--- src/rtl/bm_dz_replay_buffer.sv ---
// Two-slot ping-pong row buffer: captures dz rows with their max/min lane flags and
// replays each row as a gapless burst once the reduction releases its scalars.
module bm_dz_replay_buffer #(
  parameter int bitwidth   = 16,
  parameter int N          = 8,
  parameter int hidden_num = 16
) (
  input  logic                  clk,
  input  logic                  rst,
  input  logic [N*bitwidth-1:0] in_dz,
  input  logic [N-1:0]          in_max_index,
  input  logic [N-1:0]          in_min_index,
  input  logic                  in_valid,
  input  logic                  in_last,
  output logic                  in_ready,
  input  logic                  release_valid,
  output logic [N*bitwidth-1:0] dz,
  output logic [N-1:0]          max_index,
  output logic [N-1:0]          min_index,
  output logic                  out_valid,
  output logic                  out_last,
  output logic                  len_err,
  output logic                  rel_err
);
  localparam int BEATS = hidden_num / N;
  localparam int BW    = (BEATS > 1) ? $clog2(BEATS) : 1;
  localparam logic [BW-1:0] LAST_BEAT = BW'(BEATS - 1);
  localparam int DW    = N * bitwidth;

  typedef enum logic {IDLE, PLAY} state_t;

  logic [DW-1:0] dz_mem_q  [2][BEATS];
  logic [N-1:0]  max_mem_q [2][BEATS];
  logic [N-1:0]  min_mem_q [2][BEATS];

  state_t        state_q, state_d;
  logic          wr_slot_q, wr_slot_d, rd_slot_q, rd_slot_d;
  logic [BW-1:0] wr_beat_q, wr_beat_d, rd_beat_q, rd_beat_d;
  logic [1:0]    count_q, count_d, pend_q, pend_d;
  logic [DW-1:0] dz_q, dz_d;
  logic [N-1:0]  max_q, max_d, min_q, min_d;
  logic          out_valid_q, out_valid_d, out_last_q, out_last_d;
  logic          len_err_q, len_err_d, rel_err_q, rel_err_d;

  logic          accept, commit, load, done;
  logic [BW-1:0] load_beat;

  assign in_ready  = !rst && (count_q < 2'd2);
  assign dz        = dz_q;
  assign max_index = max_q;
  assign min_index = min_q;
  assign out_valid = out_valid_q;
  assign out_last  = out_last_q;
  assign len_err   = len_err_q;
  assign rel_err   = rel_err_q;

  always_comb begin
    wr_slot_d   = wr_slot_q;
    wr_beat_d   = wr_beat_q;
    rd_slot_d   = rd_slot_q;
    rd_beat_d   = rd_beat_q;
    count_d     = count_q;
    pend_d      = pend_q;
    state_d     = state_q;
    dz_d        = dz_q;
    max_d       = max_q;
    min_d       = min_q;
    out_valid_d = 1'b0;
    out_last_d  = 1'b0;
    len_err_d   = len_err_q;
    rel_err_d   = rel_err_q;
    load        = 1'b0;
    done        = 1'b0;
    load_beat   = rd_beat_q;

    // Capture: framing is by beat count; in_last is only cross-checked.
    accept = in_valid && in_ready;
    commit = accept && (wr_beat_q == LAST_BEAT);
    if (accept) begin
      if (in_last != (wr_beat_q == LAST_BEAT)) len_err_d = 1'b1;
      if (commit) begin
        wr_beat_d = '0;
        wr_slot_d = ~wr_slot_q;
      end else begin
        wr_beat_d = wr_beat_q + BW'(1);
      end
    end

    case (state_q)
      IDLE: if (count_q != 2'd0 && pend_q != 2'd0) begin
        load      = 1'b1;
        load_beat = '0;
      end
      PLAY: load = 1'b1;
      default: ;
    endcase

    if (load) begin
      dz_d        = dz_mem_q[rd_slot_q][load_beat];
      max_d       = max_mem_q[rd_slot_q][load_beat];
      min_d       = min_mem_q[rd_slot_q][load_beat];
      out_valid_d = 1'b1;
      out_last_d  = (load_beat == LAST_BEAT);
      if (load_beat == LAST_BEAT) begin
        done      = 1'b1;
        rd_beat_d = '0;
        rd_slot_d = ~rd_slot_q;
      end else begin
        rd_beat_d = load_beat + BW'(1);
      end
    end

    case ({commit, done})
      2'b10:   count_d = count_q + 2'd1;
      2'b01:   count_d = count_q - 2'd1;
      default: ;
    endcase

    // A release coinciding with a completed row leaves pend unchanged.
    if (release_valid && !done) begin
      if (pend_q == 2'd2) rel_err_d = 1'b1;
      else                pend_d    = pend_q + 2'd1;
    end else if (!release_valid && done) begin
      pend_d = pend_q - 2'd1;
    end

    if (done)      state_d = (count_d != 2'd0 && pend_d != 2'd0) ? PLAY : IDLE;
    else if (load) state_d = PLAY;
  end

  always_ff @(posedge clk) begin
    if (rst) begin
      state_q     <= IDLE;
      wr_slot_q   <= 1'b0;
      wr_beat_q   <= '0;
      rd_slot_q   <= 1'b0;
      rd_beat_q   <= '0;
      count_q     <= 2'd0;
      pend_q      <= 2'd0;
      dz_q        <= '0;
      max_q       <= '0;
      min_q       <= '0;
      out_valid_q <= 1'b0;
      out_last_q  <= 1'b0;
      len_err_q   <= 1'b0;
      rel_err_q   <= 1'b0;
    end else begin
      state_q     <= state_d;
      wr_slot_q   <= wr_slot_d;
      wr_beat_q   <= wr_beat_d;
      rd_slot_q   <= rd_slot_d;
      rd_beat_q   <= rd_beat_d;
      count_q     <= count_d;
      pend_q      <= pend_d;
      dz_q        <= dz_d;
      max_q       <= max_d;
      min_q       <= min_d;
      out_valid_q <= out_valid_d;
      out_last_q  <= out_last_d;
      len_err_q   <= len_err_d;
      rel_err_q   <= rel_err_d;
    end
  end

  // Row storage holds only data, so it needs no reset.
  always_ff @(posedge clk) begin
    if (accept) begin
      dz_mem_q[wr_slot_q][wr_beat_q]  <= in_dz;
      max_mem_q[wr_slot_q][wr_beat_q] <= in_max_index;
      min_mem_q[wr_slot_q][wr_beat_q] <= in_min_index;
    end
  end

endmodule

--- config.mk ---
export PLATFORM = sky130hd
export DESIGN_NAME = bm_dz_replay_buffer
export DESIGN_NICKNAME = d
export VERILOG_FILES = /design/src/rtl/bm_dz_replay_buffer.sv
export SDC_FILE = /design/constraint.sdc
export NUM_CORES = 1
export LEC_CHECK = 0
export ABC_AREA = 1
export BUFFER_PORTS_ARGS = -buffer_cell sky130_fd_sc_hd__buf_2
export CAP_MARGIN = 40
export CORE_MARGIN = 2
export CORE_UTILIZATION = 40
export DETAILED_ROUTE_END_ITERATION = 8
export GPL_ROUTABILITY_DRIVEN = 0
export PLACE_DENSITY_LB_ADDON = 0.05
export SYNTH_ARGS = -nofsm -noshare
export SYNTH_HDL_FRONTEND = slang
export SYNTH_SLANG_ARGS = --single-unit
--- constraint.sdc ---
create_clock -name clk -period 10.9 [get_ports clk]
set_input_delay 0.545 -clock clk [delete_from_list [all_inputs] [get_ports clk]]
set_output_delay 0.545 -clock clk [all_outputs]
set_load 0.005 [all_outputs]
==> metrics <==
Final Max Tran Viols=0; Initial Utilization=40.5%; Worst EP arrival=4120 ps; Routed WL=69100 µm; synth warn=0; crit path kind=flop to flop; Clk pwr share=46.0%; Synth top area share=63.3%; Seq pwr share=50.2%; routed length per instance=20.4 µm; total global routing overflow=0; DR DRC count=0; most used cell, CP=buf_4; RSZ-0062 raised after global routing=false; vias=17100; CTS tree=done; largest net degree at the start of global routing=169; Hold WC Path Type=input port to flop; Psw=1.24 mW; final setup vio count=0; initial antenna violation count=19; die height=265 µm; slowest cell on the critical path=buf_4; critical path cell sequence=inv_1, ha_1, o21bai_2, nand2_4, nand2_8, buf_4, buf_12, buf_4, nand3_1, o21ai_1, o21ai_0; number of CTS-inserted buffers=80; Final Hold Fails=0; Layout Nets=2593; clock skew=19.1 ps; Die Footprint=70400 µm²; Netlist cell types=24; Worst setup EP type=flop; max frequency=275 MHz; total core area=67400 µm²; CTS resizes=0; pre-CTS WS=7230 ps; WP buf/inv=4; cells taking the most area after synthesis=edfxtp_1 (63%), dfxtp_1 (12%), nand2_1 (9.0%), nand3_1 (3.9%), mux2i_1 (3.0%); syn avg cell area=12.6 µm²; CP Launch Type=flop; Peak VDD IR=121 µV; syn nets=2318; register area share after synthesis=74.9%; H-tree depth=3; synthesis-to-layout area growth=19.5%; cts hold-fix bufs=0; Mapped Area=27300 µm²; PwrDens=189 nW/µm²; max_cap viols=0; worst setup margin=7260 ps; clock slew at reported path FFs=60 ps; vias in the first global route=16700; Routed Antenna Nets=0; CP top delay family=buffers and inverters; TNS Setup=0 ps; Ports=298; Max clock buf depth=3; internal power=4.92 mW; Port Buffer Count=297; Worst path max stage delay=670 ps; Slew HR=20.2%; sw frac=20.2%; actual slew at the worst max-slew pin=1200 ps; Worst-Skew Late Latency=620 ps; routed vias/inst=5.06; Post-CTS Setup Repair Bufs=0; Leak=11.8 nW; First-pass DRT Iterations=5; flops & latches, synth=734; dpl hpwl=37300 µm; Num Clock Sinks=734; Comb power frac=3.8%; share of layout cells above drive strength 1=18.7%; DR iter-0 viols=1062; Chip Width=265 µm; Tot GR Track Use=19.5%; post-synthesis cell count=2165; root buf cell=clkbuf_16; minimum clock period=3640 ps; Worst EP required=11380 ps; first-pass GRT wire length=104000 µm; crit share post-route=33.4%; outcome=complete, no violations; cell accounting for the most synthesized area=edfxtp_1; number of cell rows=95; Crit Path Max Fanout=77
## path summary, 6_finish.rpt
path,from,end,slack [ps],depth (start not counted)
worst max-delay path,pend_q[0]$_SDFF_PP0_,dz[32]$_SDFFE_PP0P_,7260,11
worst min-delay path,in_dz[100],dz_mem_q[1][228]$_DFFE_PP_,140,1
worst max register to register,pend_q[0]$_SDFF_PP0_,dz[32]$_SDFFE_PP0P_,7260,11
worst min register to register,dz[47]$_SDFFE_PP0P_,dz[47]$_SDFFE_PP0P_,460,2
## state kept, by name, summed over array words and instances (netlist names), named ones only
name       count
wr_slot_q      1
dz           128
count_q        2
max_mem_q     32
out_valid      1
rd_beat_q      1
dz_mem_q     512
pend_q         2
out_last       1
max_index      8
len_err        1
min_mem_q     32
wr_beat_q      1
rel_err        1
rd_slot_q      1
state_q        1
min_index      8
## logic make-up after synthesis
| group | count (synthesis) | share of synthesized area [%] |
|---|---|---|
| multiplexers | 84 | 3.09 |
| buffers and inverters | 159 | 2.73 |
| adder cells (fa/ha/maj) | 4 | 0.183 |
| AO/OA/AOI/OAI | 215 | 3.96 |
| AND/OR/NAND/NOR | 967 | 15.1 |
| XOR/XNOR | 2 | 0.0641 |
| flip-flops | 734 | 74.9 |
## routing by layer
| layer | global-route usage, % | part of all wire (%) | up-vias |
|---|---|---|---|
| li1 | - | - | 8276 |
| met4 | 4.83 | 1.9 | 28 |
| met1 | 25.2 | 43 | 8336 |
| met2 | 32.5 | 48 | 350 |
| met3 | 5.33 | 6.0 | 119 |
| met5 | 0 | 0.25 | - |
## Yosys cell counts, drive strengths merged
| cell | n |
|---|---|
| a21oi | 88 |
| buf | 87 |
| clkbuf | 53 |
| dfxtp | 158 |
| edfxtp | 576 |
| ha | 4 |
| inv | 19 |
| mux2 | 2 |
| mux2i | 82 |
| nand2 | 656 |
| nand3 | 213 |
| nand4 | 83 |
| nor2 | 13 |
| o21ai | 126 |
| o21bai | 1 |
| or2 | 2 |
| xor2 | 2 |
## per-stage QoR
step	cell area, µm²	hold slack (ps)	util (%)	power [mW]	cells
5_1_grt	32600	98.5	48.4	6.37	3383
3_3_place_gp	29500	450	43.8	3.38	3217
2_1_floorplan	27300	447	-	3.28	2165
6_report	32600	140	48.4	6.16	3383
3_5_place_dp	29900	452	44.3	3.39	3231
4_1_cts	32600	94.2	48.4	6.24	3380
## final cells by class
class / count / area (µm²)
antenna: 3 / 7.51
tap: 873 / 1090
sequential: 734 / 20500
inverter: 19 / 76.3
fill: 6020 / 34800
clock buffer: 120 / 2330
clock inverter: 29 / 452
timing repair buffer: 333 / 2050
multi-input combinational: 1272 / 6170
## power groups by stage
stage / sequential (mW) / combinational (mW) / clock, mW
5_1_grt: 3.10 / 0.262 / 3.01
2_1_floorplan: 3.16 / 0.115 / 0
3_5_place_dp: 3.16 / 0.238 / 0
4_1_cts: 3.10 / 0.239 / 2.90
6_report: 3.10 / 0.233 / 2.83
3_3_place_gp: 3.15 / 0.226 / 0
## cells in the final DEF (no fill, tap or decap), types with 2 or more instances in the layout
cell type	netlist	final
clkinv_2	0	11
clkbuf_8	0	7
mux2i_1	82	82
buf_12	0	7
inv_1	15	15
nand2_1	652	652
nand4_1	83	83
ha_1	4	4
bufinv_16	0	12
inv_6	0	3
clkbuf_1	53	28
buf_4	15	20
nand3_1	213	213
xor2_1	2	2
clkinv_1	0	3
a21oi_1	88	88
inv_2	4	3
edfxtp_1	576	576
buf_2	62	296
clkbuf_16	0	85
diode_2	0	3
mux2_2	2	2
nand2_4	0	2
buf_16	0	10
or2_2	2	2
o21ai_0	18	18
nor2_4	1	5
o21ai_1	108	108
dfxtp_1	158	157
nor2_1	12	8
No activity file was read; power rests on OpenSTA's default activity.
